$ cat config.mk
export PLATFORM = sky130hd
export DESIGN_NAME = fib_req_arbiter
export DESIGN_NICKNAME = d
export VERILOG_FILES = /design/src/rtl/fib_req_arbiter.sv
export SDC_FILE = /design/constraint.sdc
export NUM_CORES = 1
export LEC_CHECK = 0
export CAP_MARGIN = 10
export CORE_MARGIN = 2
export CORE_UTILIZATION = 47
export CTS_CLUSTER_DIAMETER = 40
export DETAILED_ROUTE_END_ITERATION = 12
export PLACE_DENSITY = 0.83
export SETUP_SLACK_MARGIN = 0.05
export SLEW_MARGIN = 20
export SYNTH_ARGS = -nofsm -noshare
export SYNTH_HDL_FRONTEND = slang
export SYNTH_SLANG_ARGS = --single-unit
$ cat constraint.sdc
create_clock -name clk -period 2.9 [get_ports clk]
set_clock_uncertainty 0.1 [all_clocks]
set_input_delay 0.58 -clock clk [delete_from_list [all_inputs] [get_ports clk]]
set_output_delay 0.58 -clock clk [all_outputs]
set_load 0.01 [all_outputs]
$ cat src/rtl/fib_req_arbiter.sv
// fib_req_arbiter: round-robin sharing of one Fibonacci engine among NUM_REQ requesters
module fib_req_arbiter #(
  parameter int NUM_REQ   = 4,
  parameter int N_WIDTH   = 8,
  parameter int RES_WIDTH = 8,
  parameter int TIMEOUT   = 5000,
  localparam int ID_W     = $clog2(NUM_REQ)
) (
  input  logic                       clk,
  input  logic                       rst,
  input  logic [NUM_REQ-1:0]         req,
  input  logic [NUM_REQ*N_WIDTH-1:0] req_n,
  output logic [NUM_REQ-1:0]         done,
  output logic                       err,
  output logic [RES_WIDTH-1:0]       res_data,
  output logic [ID_W-1:0]            res_id,
  output logic                       busy,
  output logic                       eng_stb,
  output logic [N_WIDTH-1:0]         eng_n,
  input  logic                       eng_busy,
  input  logic [RES_WIDTH-1:0]       eng_result
);
  typedef enum logic [2:0] {IDLE, ISSUE, SETTLE, WAIT, DONE} state_t;
  state_t state, state_nx;
  logic [ID_W-1:0] ptr, gnt, pick;
  logic [15:0] wdog;
  logic expired;
  assign expired = wdog == 16'(TIMEOUT - 1);
  // scan from the highest offset down so the lowest offset from ptr wins
  always_comb begin
    pick = '0;
    for (int k = NUM_REQ - 1; k >= 0; k--)
      if (req[(int'(ptr) + k) % NUM_REQ]) pick = ID_W'((int'(ptr) + k) % NUM_REQ);
  end
  always_comb begin
    state_nx = state;
    case (state)
      IDLE:    state_nx = |req ? ISSUE : IDLE;
      ISSUE:   state_nx = SETTLE;
      SETTLE:  state_nx = WAIT;
      WAIT:    state_nx = (!eng_busy || expired) ? DONE : WAIT;
      default: state_nx = IDLE;
    endcase
  end
  always_ff @(posedge clk) begin
    if (rst) begin
      state    <= IDLE;
      ptr      <= '0;
      gnt      <= '0;
      eng_n    <= '0;
      wdog     <= '0;
      err      <= 1'b0;
      res_data <= '0;
      res_id   <= '0;
      done     <= '0;
      busy     <= 1'b0;
      eng_stb  <= 1'b0;
    end else begin
      state   <= state_nx;
      busy    <= state_nx != IDLE;
      eng_stb <= state_nx == ISSUE;
      done    <= (state_nx == DONE) ? NUM_REQ'(1) << gnt : '0;
      if (state == IDLE && |req) begin
        gnt   <= pick;
        eng_n <= req_n[int'(pick)*N_WIDTH +: N_WIDTH];
      end
      if (state == ISSUE) begin
        ptr  <= (gnt == ID_W'(NUM_REQ - 1)) ? '0 : gnt + 1'b1;
        wdog <= '0;
      end
      if (state == WAIT) begin
        if (!eng_busy) begin
          res_data <= eng_result;
          err      <= 1'b0;
          res_id   <= gnt;
        end else if (expired) begin
          res_data <= '0;
          err      <= 1'b1;
          res_id   <= gnt;
        end else begin
          wdog <= wdog + 16'd1;
        end
      end
    end
  end
endmodule

* Yosys cells after proc, flatten, opt, wreduce, memory -nomap -nowiden
Index checks and enable logic that the tools add are counted.
** Storage, ports and cells
- Bits of input ports :: 47
- Register bits after elaboration :: 48
- Output and inout port bits :: 25
- Logic and storage cells :: 74
** Cells by class
- Add/sub/neg operators :: 5
- Mux-type cells :: 29
- Magnitude comparators :: 4
- Bitwise operators :: 4
- Eq/ne operators :: 8
- Shift-type cells :: 2
- Reduce and logical (&&, ||, !) cells :: 11
** Operator list (number)
- two-way mux 16 bit :: 4
- indexed part select 32 x 6 -> 8 bit :: 1
- adder 16 x 1 -> 16 bit (second input constant) :: 1
- equality test 16 x 13 -> 1 bit (second input constant) :: 1
- two-way mux 8 bit :: 2
- two-way mux 2 bit :: 7
- < comparator 3 x 4 -> 1 bit (second input constant) :: 3
- one-hot mux 3 bit (4 select lines) :: 1
- two-way mux 1 bit :: 10
- binary-select mux 1 bit (select 2 bit) :: 4
- OR reduction 2 bit :: 4
- equality test 3 x 1 -> 1 bit (second input constant) :: 2
- equality test 3 x 2 -> 1 bit (second input constant) :: 2
- adder 2 x 1 -> 2 bit (second input constant) :: 2
- adder 2 bit (second input constant) :: 2
- OR reduction 4 bit :: 1
- left shift 1 x 2 -> 4 bit (first input constant) :: 1
- AND 1 bit (first input constant) :: 3
- equality test 3 bit (second input constant) :: 1
- logical NOT 3 bit :: 1
- < comparator 2 x 3 -> 1 bit (second input constant) :: 1
- two-way mux 3 bit :: 1
- nonzero test 3 bit :: 1
- equality test 2 bit (second input constant) :: 1
- other kinds (6) :: 6

* Longest topological paths before layout
Gate-level depths: netlist of the first run.
- Depth after elaboration :: 11
- Gate-level depth with buffers :: 9
- Mapped depth without buffers :: 6

* Worst setup path after synthesis of the first run
Ideal clock, no wire load.
- Kind :: input-to-reg
- Start point :: input port req[1]
- End point :: register eng_n[6]
- Setup slack :: 0.659 ns
- Setup time :: 0.122 ns
- Arrival time :: 2.019 ns
- Cell stages on the path :: 5
- Path buffers :: 0
- Cells stage by stage :: a21boi_0 -> o22ai_2 -> nor2_2 -> mux2_2 -> a221o_1
** On the way
- Word-level cells in the longest chain between the ends :: 8
- Elaborated cells on any way between the ends :: 18
** RTL lines
- start, declared :: RTL line 11 : input logic [NUM_REQ-1:0] req,
- binary-select mux 1 bit (select 2 bit) :: RTL line 33 : if (req[(int'(ptr) + k) % NUM_REQ]) pick = ID_W'((int'(ptr) + k) % NUM_REQ);
- two-way mux 1 bit (not written as such) (2 in a row) :: RTL line 33
- two-way mux 2 bit (4 in a row) :: RTL line 33
- indexed part select 32 x 6 -> 8 bit :: RTL line 65 : eng_n <= req_n[int'(pick)*N_WIDTH +: N_WIDTH];
- end signal, assigned :: RTL line 65
- end, declared :: RTL line 19 : output logic [N_WIDTH-1:0] eng_n,
Parallel ways exist; a longest one is shown, timed or not. The select of a mux whose other input is x is not followed.
A chain may end at the register's enable or synchronous reset.

* Worst setup path after layout of the first run
- Start point :: input port req[3]
- End point :: register eng_n[7]
The elaborated chain is that of the path after synthesis.

==> flow_summary.ini, run 1 <==
[logic_synthesis]
synth_area_um2 = 2340
post_synth_and_or_nand_nor_area_fraction = 0.256
synthesis.yosys.warnings = 0
synth_fp_nets = 310
yosys-top-cells-area = dfxtp_1, nor2_1, mux2_2
synth.largest_area_cell = dfxtp_1
post_synth_xor_area_fraction = 0.0150
synth_enable_flop_cells = 0
postSynthAreaPerCell_um2 = 8.95
yosys-mux-area-fraction = 0.0733
synthDistinctLibCells = 49
synth-seq-cells = 48
synthAdderAreaFrac = 0.0107
synth_top_family_by_area = simple AND/OR/NAND/NOR gates
asyncSetResetFlopFracSynth = 0
synth_compound_gate_area_share = 0.194
synth-seq-area-share = 0.411
post-synth-top-area-fraction = 0.411
ys_dominant_reg_cell = dfxtp_1
synthCells = 261

[cts]
cts.repair.resized = 0
cts-buffers-inserted = 5
tritoncts = built
htree_levels = 2
cts-root-to-sink-buffers = 2
post_cts_hold_buffer_count = 0
post_cts_buffers = 0
clk-insertion-delay-late_ns = 0.30
cts.sinks = 48
root_buffer = clkbuf_8
worst_setup_hold_path_clk_slew_ns = 0.09

[power]
power.sequential.fraction = 0.480
power.net_switching_mw = 0.384
netSwitchingFraction = 0.257
power.density_nw_per_um2 = 464
p_leak_nw = 1.13
power.share.clock = 0.324
p_int_mw = 1.11
power.share.combinational = 0.196
peakVddDrop_uv = 269

[worst_setup_path]
crit_path_start = req[3]
timing.critical_path.required_ns = 2.99
slowest_stage_delay_on_critical_path_ns = 0.57
critPathTopFamily = simple AND/OR/NAND/NOR gates
timing.critical_path.fanout_max = 8
cp.buffers_inverters = 2
start_kind = input port
path_cells = clkdlybuf4s50_1, nor4_1, nand2b_1, inv_1, nand3_1, a21oi_1, a221o_1
timing.setup.critical_path_class = input port to flip-flop
end_kind = flip-flop
worst-endpoint-arrival_ns = 2.63
slowest_stage = nor4_1
worst_r2r_startpoint = wdog[2]$_SDFF_PP0_

[grt]
globalRoute.totalOverflow = 0
global_route.usage.total = 0.207
globalRoute.busiestLayer = met2
gr-usage-met3 = 0.0515
global_route_wire_length_before_repair_mm = 8.92
grtUsageMet1 = 0.273
grt_start_max_net_pins = 40
first_global_vias = 2032
antenna_found_initial = 0
groute.layer.met2.usage = 0.338

[floorplanning]
start_util = 0.492
die_h_um = 74.5
design.core.area_um2 = 4750
design.portCount = 72
fp-row-count = 25
fp.dieArea_um2 = 5550
die-width_um = 74.5

[route]
detailroute.via_count = 2200
drcViolationCount = 0
drt_first_iter_violations = 121
viasPerCell = 5.51
wl_mm = 5.61
wl_per_cell_um = 14.0
postRouteAntennaNets = 0
detailedRoute.firstPassIterationCount = 4

[sta]
grt_setup_unrepaired = false
post-route-worst-setup-slack_ns = 0.358
maximum_frequency_from_static_timing_analysis_mhz = 393
relSlewSlack = 0.473
timing.hold.ws_ns = 0.377
setup_tns_ns = 0
period_minus_slack_ns = 2.54
report.final.slew_viol_count = 0
tightestPinTransition_ns = 0.788
post-route-period-util = 0.877
finalSetupViolations = 0
timing_hold_violations_final = 0

[cells_and_area]
layout.cells.most_common = clkdlybuf4s50_1
diodes = 0
highest_count_cells_in_the_layout_ignoring_fill_and_taps = clkdlybuf4s50_1, dfxtp_1, nor2_1, nand3_1
fraction_of_final_layout_cells_sized_beyond_drive_strength_1 = 0.117
postLayoutCoreUtil = 0.678
fin_nets = 380
layout-area-overhead-vs-synth_pct = 37.8

[run]
max_cap_violations = 0

[placed_design]
port_buffers = 71
finalWeightedCongestion = 0.822
place_hpwl_mm = 4.18
place_ws_ns = 0.100

[min_path]
hold_start = err$_SDFFE_PP0P_
hold_class = flip-flop to flip-flop

[run_status]
run_status = finished, final reports clean
==> cell usage after synthesis, drive strengths merged (3+ instances only) <==
| cell type | count |
|---|---|
| a21oi | 14 |
| a221o | 5 |
| xnor2 | 3 |
| a211o | 3 |
| nor2 | 36 |
| inv | 6 |
| o41ai | 4 |
| nand2 | 14 |
| mux2 | 9 |
| nor3 | 7 |
| nor4 | 9 |
| nand4 | 4 |
| o21ai | 8 |
| nand3 | 17 |
| mux2i | 7 |
| nand2b | 7 |
| clkbuf | 10 |
| buf | 4 |
| o211ai | 7 |
| or4b | 3 |
| a22oi | 8 |
| dfxtp | 48 |
==> worst register-to-register path, stage by stage, from the launching register on <==
cell     delay [ns]
dfxtp_1        0.45
or4b_1         0.48
o41ai_2        0.47
buf_4          0.25
nor2_1         0.11
nand4_1        0.15
mux2_2         0.33
==> final timing paths <==
path                           endpoint  slack, ns  depth (start not counted)
setup / recovery  eng_n[7]$_SDFFE_PP0N_       0.36                          7
hold / removal         err$_SDFFE_PP0P_       0.38                          2
setup reg to reg     wdog[7]$_SDFF_PP0_       0.46                          6
hold reg to reg        err$_SDFFE_PP0P_       0.38                          2
==> registers in the layout, summed over array words and instances (netlist names) <==
| register | count |
|---|---|
| busy | 1 |
| done | 4 |
| eng_n | 8 |
| eng_stb | 1 |
| err | 1 |
| gnt | 2 |
| ptr | 2 |
| res_data | 8 |
| res_id | 2 |
| state | 3 |
| wdog | 16 |
==> per-stage QoR <==
step,cell area [um2],std cells,total power [mW]
2_1_floorplan,2340,261,0.876
4_1_cts,3220,399,1.50
3_5_place_dp,3110,391,1.02
6_report,3220,399,1.50
5_1_grt,3220,399,1.56
3_3_place_gp,3110,391,1.02
==> layout make-up <==
cell class                      instances  area (um2)
Fill cell                             388        1530
Multi-Input combinational cell        193        1280
Sequential cell                        48         961
Timing Repair Buffer                   77         756
Tap cell                               67        83.8
Clock buffer                            5        68.8
Clock inverter                          3        47.5
Inverter                                6        22.5
==> cells by family (layout without fill, tap and decap cells) <==
| kind of cell | after synthesis | in the layout |
|---|---|---|
| buffers and inverters | 20 | 91 |
| DFF | 48 | 48 |
| adders and majority gates | 2 | 2 |
| and+or+nand+nor | 113 | 113 |
| AOI/OAI and AO/OA | 58 | 58 |
| muxes | 16 | 16 |
| xor gates and xnor gates | 4 | 4 |
==> power by group through the flow <==
| stage | sequential [mW] | combinational [mW] | clock, mW |
|---|---|---|---|
| after CTS | 0.718 | 0.293 | 0.493 |
| after global routing | 0.723 | 0.317 | 0.524 |
| final | 0.718 | 0.293 | 0.485 |
| after floorplan | 0.735 | 0.141 | 0 |
| after detailed placement | 0.733 | 0.291 | 0 |
| after global placement | 0.733 | 0.288 | 0 |
==> metal layers <==
layer,wire length (um),part of all wire
met5,0,0
met4,53,0.0095
met2,2770,0.49
met1,2490,0.44
met3,292,0.052
No activity file was read; power rests on OpenSTA's default activity.
==> inputs of run 2 (changes only) <==
--- a/config.mk
+++ b/config.mk
@@ -5,13 +5,16 @@
 export SDC_FILE = /design/constraint.sdc
 export NUM_CORES = 1
 export LEC_CHECK = 0
+export ABC_AREA = 1
 export CAP_MARGIN = 10
 export CORE_MARGIN = 2
-export CORE_UTILIZATION = 47
+export CORE_UTILIZATION = 48
 export CTS_CLUSTER_DIAMETER = 40
 export DETAILED_ROUTE_END_ITERATION = 12
 export PLACE_DENSITY = 0.83
 export SETUP_SLACK_MARGIN = 0.05
+export SKIP_CTS_REPAIR_TIMING = 1
+export SKIP_LAST_GASP = 1
 export SLEW_MARGIN = 20
 export SYNTH_ARGS = -nofsm -noshare
 export SYNTH_HDL_FRONTEND = slang
==> run 2 against run 1 <==
Compared with the run above: wire length grew 14%; area after synthesis is 11% higher; clock power grew 1%; via count rose by 21%; combinational power grew to 3.2 times the previous value; critical path depth increased by 5; fmax rose by 13%; non-clock buffer count down 3; largest power group is now combinational logic; largest cell class unchanged; critical endpoint is now eng_n[0]$_SDFFE_PP0N_; first-iteration DRC count up 23%.
==> flow_summary.ini, run 2 <==
[logic_synthesis]
synthDistinctLibCells = 36
asyncSetResetFlopFracSynth = 0
postSynthAreaPerCell_um2 = 6.54
ys_dominant_reg_cell = dfxtp_1
synthesis.yosys.warnings = 0
post-synth-top-area-fraction = 0.370
synthCells = 397
yosys.cell_count.top_type = nand2_1
synth-seq-cells = 48
yosys-top-cells-area = dfxtp_1, nand2_1, nand3_1
synth_top_cells_by_count = nand2_1, inv_1, nand3_1
synth_enable_flop_cells = 0
synth_fp_nets = 446
synth.largest_area_cell = dfxtp_1
synth_area_um2 = 2590
synth-seq-area-share = 0.370

[route]
detailroute.via_count = 2664
drcViolationCount = 0
wl_mm = 6.37
postRouteAntennaNets = 0
wl_per_cell_um = 11.8
detailedRoute.firstPassIterationCount = 4
viasPerCell = 4.95
drt_first_iter_violations = 149

[worst_setup_path]
r2r_slack_ns = 0.78
timing.critical_path.fanout_max = 18
slowest_stage = clkdlybuf4s50_1
start_kind = input port
timing.setup.critical_path_class = input port to flip-flop
path_cells = clkdlybuf4s50_1, inv_1, o21ai_1, nand2_1, nand3_2, nand3_4, nand2_8, nand2_1, nand3_1, nand3_1, nand2_1, inv_1
timing.critical_path.required_ns = 3.01
timing.critical_path.mode_cell = nand2_1
slowest_stage_delay_on_critical_path_ns = 0.48
end_kind = flip-flop
worst-endpoint-arrival_ns = 2.35

[run_status]
run_status = finished, final reports clean

[cells_and_area]
multi_input_logic_area_um2 = 1290
layout-area-overhead-vs-synth_pct = 33.0
flip_flop_count_of_the_largest_register_all_copies_and_words_added = 16
highest_count_cells_in_the_layout_ignoring_fill_and_taps = nand2_1, clkdlybuf4s50_1, inv_1, nand3_1, nor2_1
fin_nets = 516
biggestRegsByFlops = wdog (16), eng_n (8), res_data (8)
seqCellArea_um2 = 961
largest-register = wdog
diodes = 0
layout.cells.most_common = nand2_1
fraction_of_final_layout_cells_sized_beyond_drive_strength_1 = 0.0662
num-fill-cells = 419

[placed_design]
finalWeightedCongestion = 0.850
place_ws_ns = 0.382
port_buffers = 71
place_hpwl_mm = 4.94

[cts]
cts.sinks = 48
clk-insertion-delay-late_ns = 0.31
tritoncts = built
root_buffer = clkbuf_8
cts-root-to-sink-buffers = 2
worst_setup_hold_path_clk_slew_ns = 0.09
htree_levels = 2
cts-buffers-inserted = 5

[floorplanning]
fp.dieArea_um2 = 6010
fp-row-count = 26
die-width_um = 77.5
die_h_um = 77.5
design.core.area_um2 = 5170
design.portCount = 72
start_util = 0.502

[sta]
timing_hold_violations_final = 0
post-route-worst-setup-slack_ns = 0.659
maximum_frequency_from_static_timing_analysis_mhz = 446
report.final.slew_viol_count = 0
setup_tns_ns = 0
relSlewSlack = 0.622
finalSetupViolations = 0
tightestPinTransition_ns = 0.564
grt_setup_unrepaired = false
period_minus_slack_ns = 2.24
post-route-period-util = 0.773

[run]
max_cap_violations = 0

[power]
power.density_nw_per_um2 = 645
peakVddDrop_uv = 337
p_leak_nw = 1.52

[grt]
global_route_wire_length_before_repair_mm = 11.0
global_route.usage.total = 0.221
first_global_vias = 2613
globalRoute.totalOverflow = 0
grt_start_max_net_pins = 21
antenna_found_initial = 0

[min_path]
hold_class = flip-flop to flip-flop
run 2: changes by cell type after synthesis, moves of 6 or more:
| cell | delta |
|---|---|
| nand3_1 | +36 |
| nor2_1 | +16 |
| nor4_1 | -7 |
| nand2b_1 | -6 |
| mux2_2 | -9 |
| inv_1 | +59 |
| mux2i_1 | -7 |
| o211ai_1 | -6 |
| nand2_2 | +11 |
| nand2_1 | +69 |
| a21oi_1 | +7 |
| a22oi_2 | -6 |
| clkbuf_1 | -7 |
run 2: logic make-up (layout without fill, tap and decap cells):
logic type	after synthesis	count (layout)	share of synthesized area
and+or+nand+nor	219	219	0.385
buffers and inverters	80	151	0.132
DFF	48	48	0.370
AOI/OAI and AO/OA	47	47	0.0998
adders and majority gates	2	2	0.00964
xor gates and xnor gates	1	1	0.00338
run 2: metal layers:
layer,GRT usage,vias to the layer above,part of all wire,wire (um)
met4,0.0821,0,0.016,105
li1,-,1391,-,-
met5,0,-,0,0
met2,0.400,49,0.50,3210
met1,0.257,1213,0.44,2830
met3,0.0419,11,0.035,220
run 2: layout make-up:
type,instances,area share
sequential,48,0.278
timing repair buffer,74,0.212
clock buffer,5,0.0199
clock inverter,3,0.0138
inverter,69,0.0758
multi-input combinational,269,0.374
tap,70,0.0254
run 2: worst paths after layout:
path              depth (start not counted)                        to                startpoint
setup reg to reg                          9  res_data[1]$_SDFFE_PP0P_        wdog[0]$_SDFF_PP0_
hold / removal                            2  res_data[2]$_SDFFE_PP0P_  res_data[2]$_SDFFE_PP0P_
setup / recovery                         12     eng_n[0]$_SDFFE_PP0N_                    req[3]
hold reg to reg                           2  res_data[2]$_SDFFE_PP0P_  res_data[2]$_SDFFE_PP0P_
run 2: metrics by stage:
step,power [mW],std cells,hold slack (ns),util,instance area [um2]
floorplan,1.49,397,0.349,-,2590
global placement,1.71,530,0.352,0.645,3330
detailed placement,1.74,530,0.358,0.645,3330
CTS,2.24,538,0.372,0.667,3450
global route,2.38,538,0.399,0.667,3450
finish,2.22,538,0.367,0.667,3450
run 2: critical path, delay by kind of cell:
kind | cells | cell delay (ns)
buffers and inverters | 3 | 0.60
and+or+nand+nor | 8 | 1.00
AOI/OAI and AO/OA | 1 | 0.17
run 2: power breakdown:
part | leakage [nW] | total, mW | internal, mW | switching, mW
registers | 0.391 | 0.808 | 0.742 | 0.0654
clock network | 0.0583 | 0.490 | 0.260 | 0.231
logic | 1.07 | 0.927 | 0.378 | 0.548
==> inputs of run 3 (changes only) <==
==> constraint.sdc (replaced) <==
create_clock -name clk -period 2.1 [get_ports clk]
set_clock_uncertainty 0.1 [all_clocks]
set_input_delay 0.42 -clock clk [delete_from_list [all_inputs] [get_ports clk]]
set_output_delay 0.42 -clock clk [all_outputs]
set_load 0.01 [all_outputs]
==> run 3 against run 2 <==
Compared with the run above: die area unchanged; critical path depth up 2; combinational power up 73%; sequential cell count unchanged; clock-buffer cell count unchanged; worst setup slack worse by 0.52 ns; sequential share of layout area down 1.8 points; critical path type unchanged.
==> flow_summary.ini, run 3 (synthesized netlist as in run 2, its figures left out) <==
[worst_setup_path]
end_kind = flip-flop
start_kind = input port
timing.critical_path.fanout_max = 18
slowest_stage = clkdlybuf4s50_1
crit_path_start = req[1]
cp.buffers_inverters = 4
timing.setup.critical_path_class = input port to flip-flop
worst_r2r_startpoint = wdog[0]$_SDFF_PP0_
crit_path_end = eng_n[7]$_SDFFE_PP0N_
r2r_end = wdog[12]$_SDFF_PP0_
slowest_stage_delay_on_critical_path_ns = 0.47
ff2ff_path_depth = 11
timing.critical_path.depth = 14
timing.critical_path.required_ns = 2.21
path_cells = clkdlybuf4s50_1, inv_1, nand2_1, nand3_1, o21ai_1, inv_2, nand2_4, nand2_8, nand2_8, nand2_1, nand3_1, nand3_1, nand2_1, inv_1
worst-endpoint-arrival_ns = 2.07
critPathTopFamily = simple AND/OR/NAND/NOR gates
r2r_slack_ns = 0.21

[power]
power.density_nw_per_um2 = 917
peakVddDrop_uv = 533
fin_total_pwr_mw = 3.39
p_leak_nw = 1.65

[cells_and_area]
fin_cells = 561
flip_flop_count_of_the_largest_register_all_copies_and_words_added = 16
largest-register = wdog
multi_input_logic_area_um2 = 1390
diodes = 0
num-fill-cells = 411
layout.cells.most_common = nand2_1
seqCellArea_um2 = 962
layout-area-overhead-vs-synth_pct = 42.6
final_cell_area_um2 = 3700
fin_nets = 539
highest_count_cells_in_the_layout_ignoring_fill_and_taps = nand2_1, clkdlybuf4s50_1, inv_1, nand3_1, nor2_1
fraction_of_final_layout_cells_sized_beyond_drive_strength_1 = 0.124
biggestRegsByFlops = wdog (16), eng_n (8), res_data (8)

[grt]
first_global_vias = 2599
globalRoute.totalOverflow = 0
antenna_found_initial = 0
global_route_wire_length_before_repair_mm = 11.0
grt_start_max_net_pins = 20
global_route.usage.total = 0.220

[placed_design]
port_buffers = 71
place_hpwl_mm = 5.06
placed_cell_area_um2 = 3470
finalWeightedCongestion = 0.891
dpl.cell_count = 548

[route]
wl_mm = 6.78
drcViolationCount = 0
route.met2.wl_mm = 3.54
wl_met1_mm = 2.82
detailedRoute.firstPassIterationCount = 5
detailroute.via_count = 2823
postRouteAntennaNets = 0
drt_first_iter_violations = 141
highest-signal-layer = met4
wl_per_cell_um = 12.1
met3_length_um = 334
viasPerCell = 5.03

[cts]
cts-buffers-inserted = 5
clk-insertion-delay-late_ns = 0.30
root_buffer = clkbuf_8
htree_levels = 2
cts.sinks = 48
cts-root-to-sink-buffers = 2
worst_setup_hold_path_clk_slew_ns = 0.09
tritoncts = built

[sta]
relSlewSlack = 0.781
period_minus_slack_ns = 1.96
grt_setup_unrepaired = false
finalSetupViolations = 0
tightestPinTransition_ns = 0.328
report.final.slew_viol_count = 0
timing_hold_violations_final = 0
maximum_frequency_from_static_timing_analysis_mhz = 511
post-route-period-util = 0.931

[floorplanning]
fp.dieArea_um2 = 6010
die_h_um = 77.5
die-width_um = 77.5
start_util = 0.502
design.core.area_um2 = 5170
fp-row-count = 26
design.portCount = 72

[run]
max_cap_violations = 0

[run_status]
run_status = finished, final reports clean

[min_path]
hold_class = flip-flop to flip-flop
[run 3: cell type report]
class,instances,share of cell area
well taps,70,0.0237
inverters,69,0.0707
clock inverters,3,0.0125
multi-input cells,272,0.375
repair buffers,94,0.240
clock buffers,5,0.0186
flip-flops and latches,48,0.260
[run 3: how the worst min path moves through the flow]
stage	slack, ns	start	end	cells after the start
after floorplan	0.35	gnt[0]$_SDFFE_PP0N_	done[2]$_SDFF_PP0_	1
after global placement	0.35	res_data[4]$_SDFFE_PP0P_	res_data[4]$_SDFFE_PP0P_	2
after detailed placement	0.36	res_data[5]$_SDFFE_PP0P_	res_data[5]$_SDFFE_PP0P_	2
after CTS	0.37	res_data[5]$_SDFFE_PP0P_	res_data[5]$_SDFFE_PP0P_	2
after global routing	0.40	res_data[6]$_SDFFE_PP0P_	res_data[6]$_SDFFE_PP0P_	2
final	0.37	res_data[1]$_SDFFE_PP0P_	res_data[1]$_SDFFE_PP0P_	2
[run 3: worst reg2reg max path, stage by stage (launching register included)]
cell     delay (ns)
dfxtp_1        0.39
ha_1           0.18
nand3_1        0.08
nor2_1         0.13
nand2_1        0.07
nand2_1        0.08
inv_1          0.05
nand2_1        0.25
buf_4          0.23
nor2_2         0.06
a21oi_1        0.12
o21a_1         0.12
[run 3: through the flow]
step	utilization	TNS (ns)	hold slack [ns]	setup WS [ns]
floorplan	-	0	0.349	0.482
global placement	0.671	-0.756	0.351	-0.106
detailed placement	0.671	-1.28	0.358	-0.158
CTS	0.693	0	0.372	0.154
global route	0.715	0	0.402	0.0191
finish	0.715	0	0.371	0.144
[run 3: layer usage]
layer / track usage / vias to the layer above
li1: - / 1455
met1: 0.257 / 1279
met2: 0.407 / 79
met3: 0.0372 / 10
met4: 0.0732 / 0
met5: 0 / -
[run 3: power breakdown]
part	switching, mW	total, mW	internal, mW
Clock	0.321	0.679	0.359
Combinational	0.896	1.60	0.705
Sequential	0.0862	1.11	1.03
Total	1.30	3.39	2.09
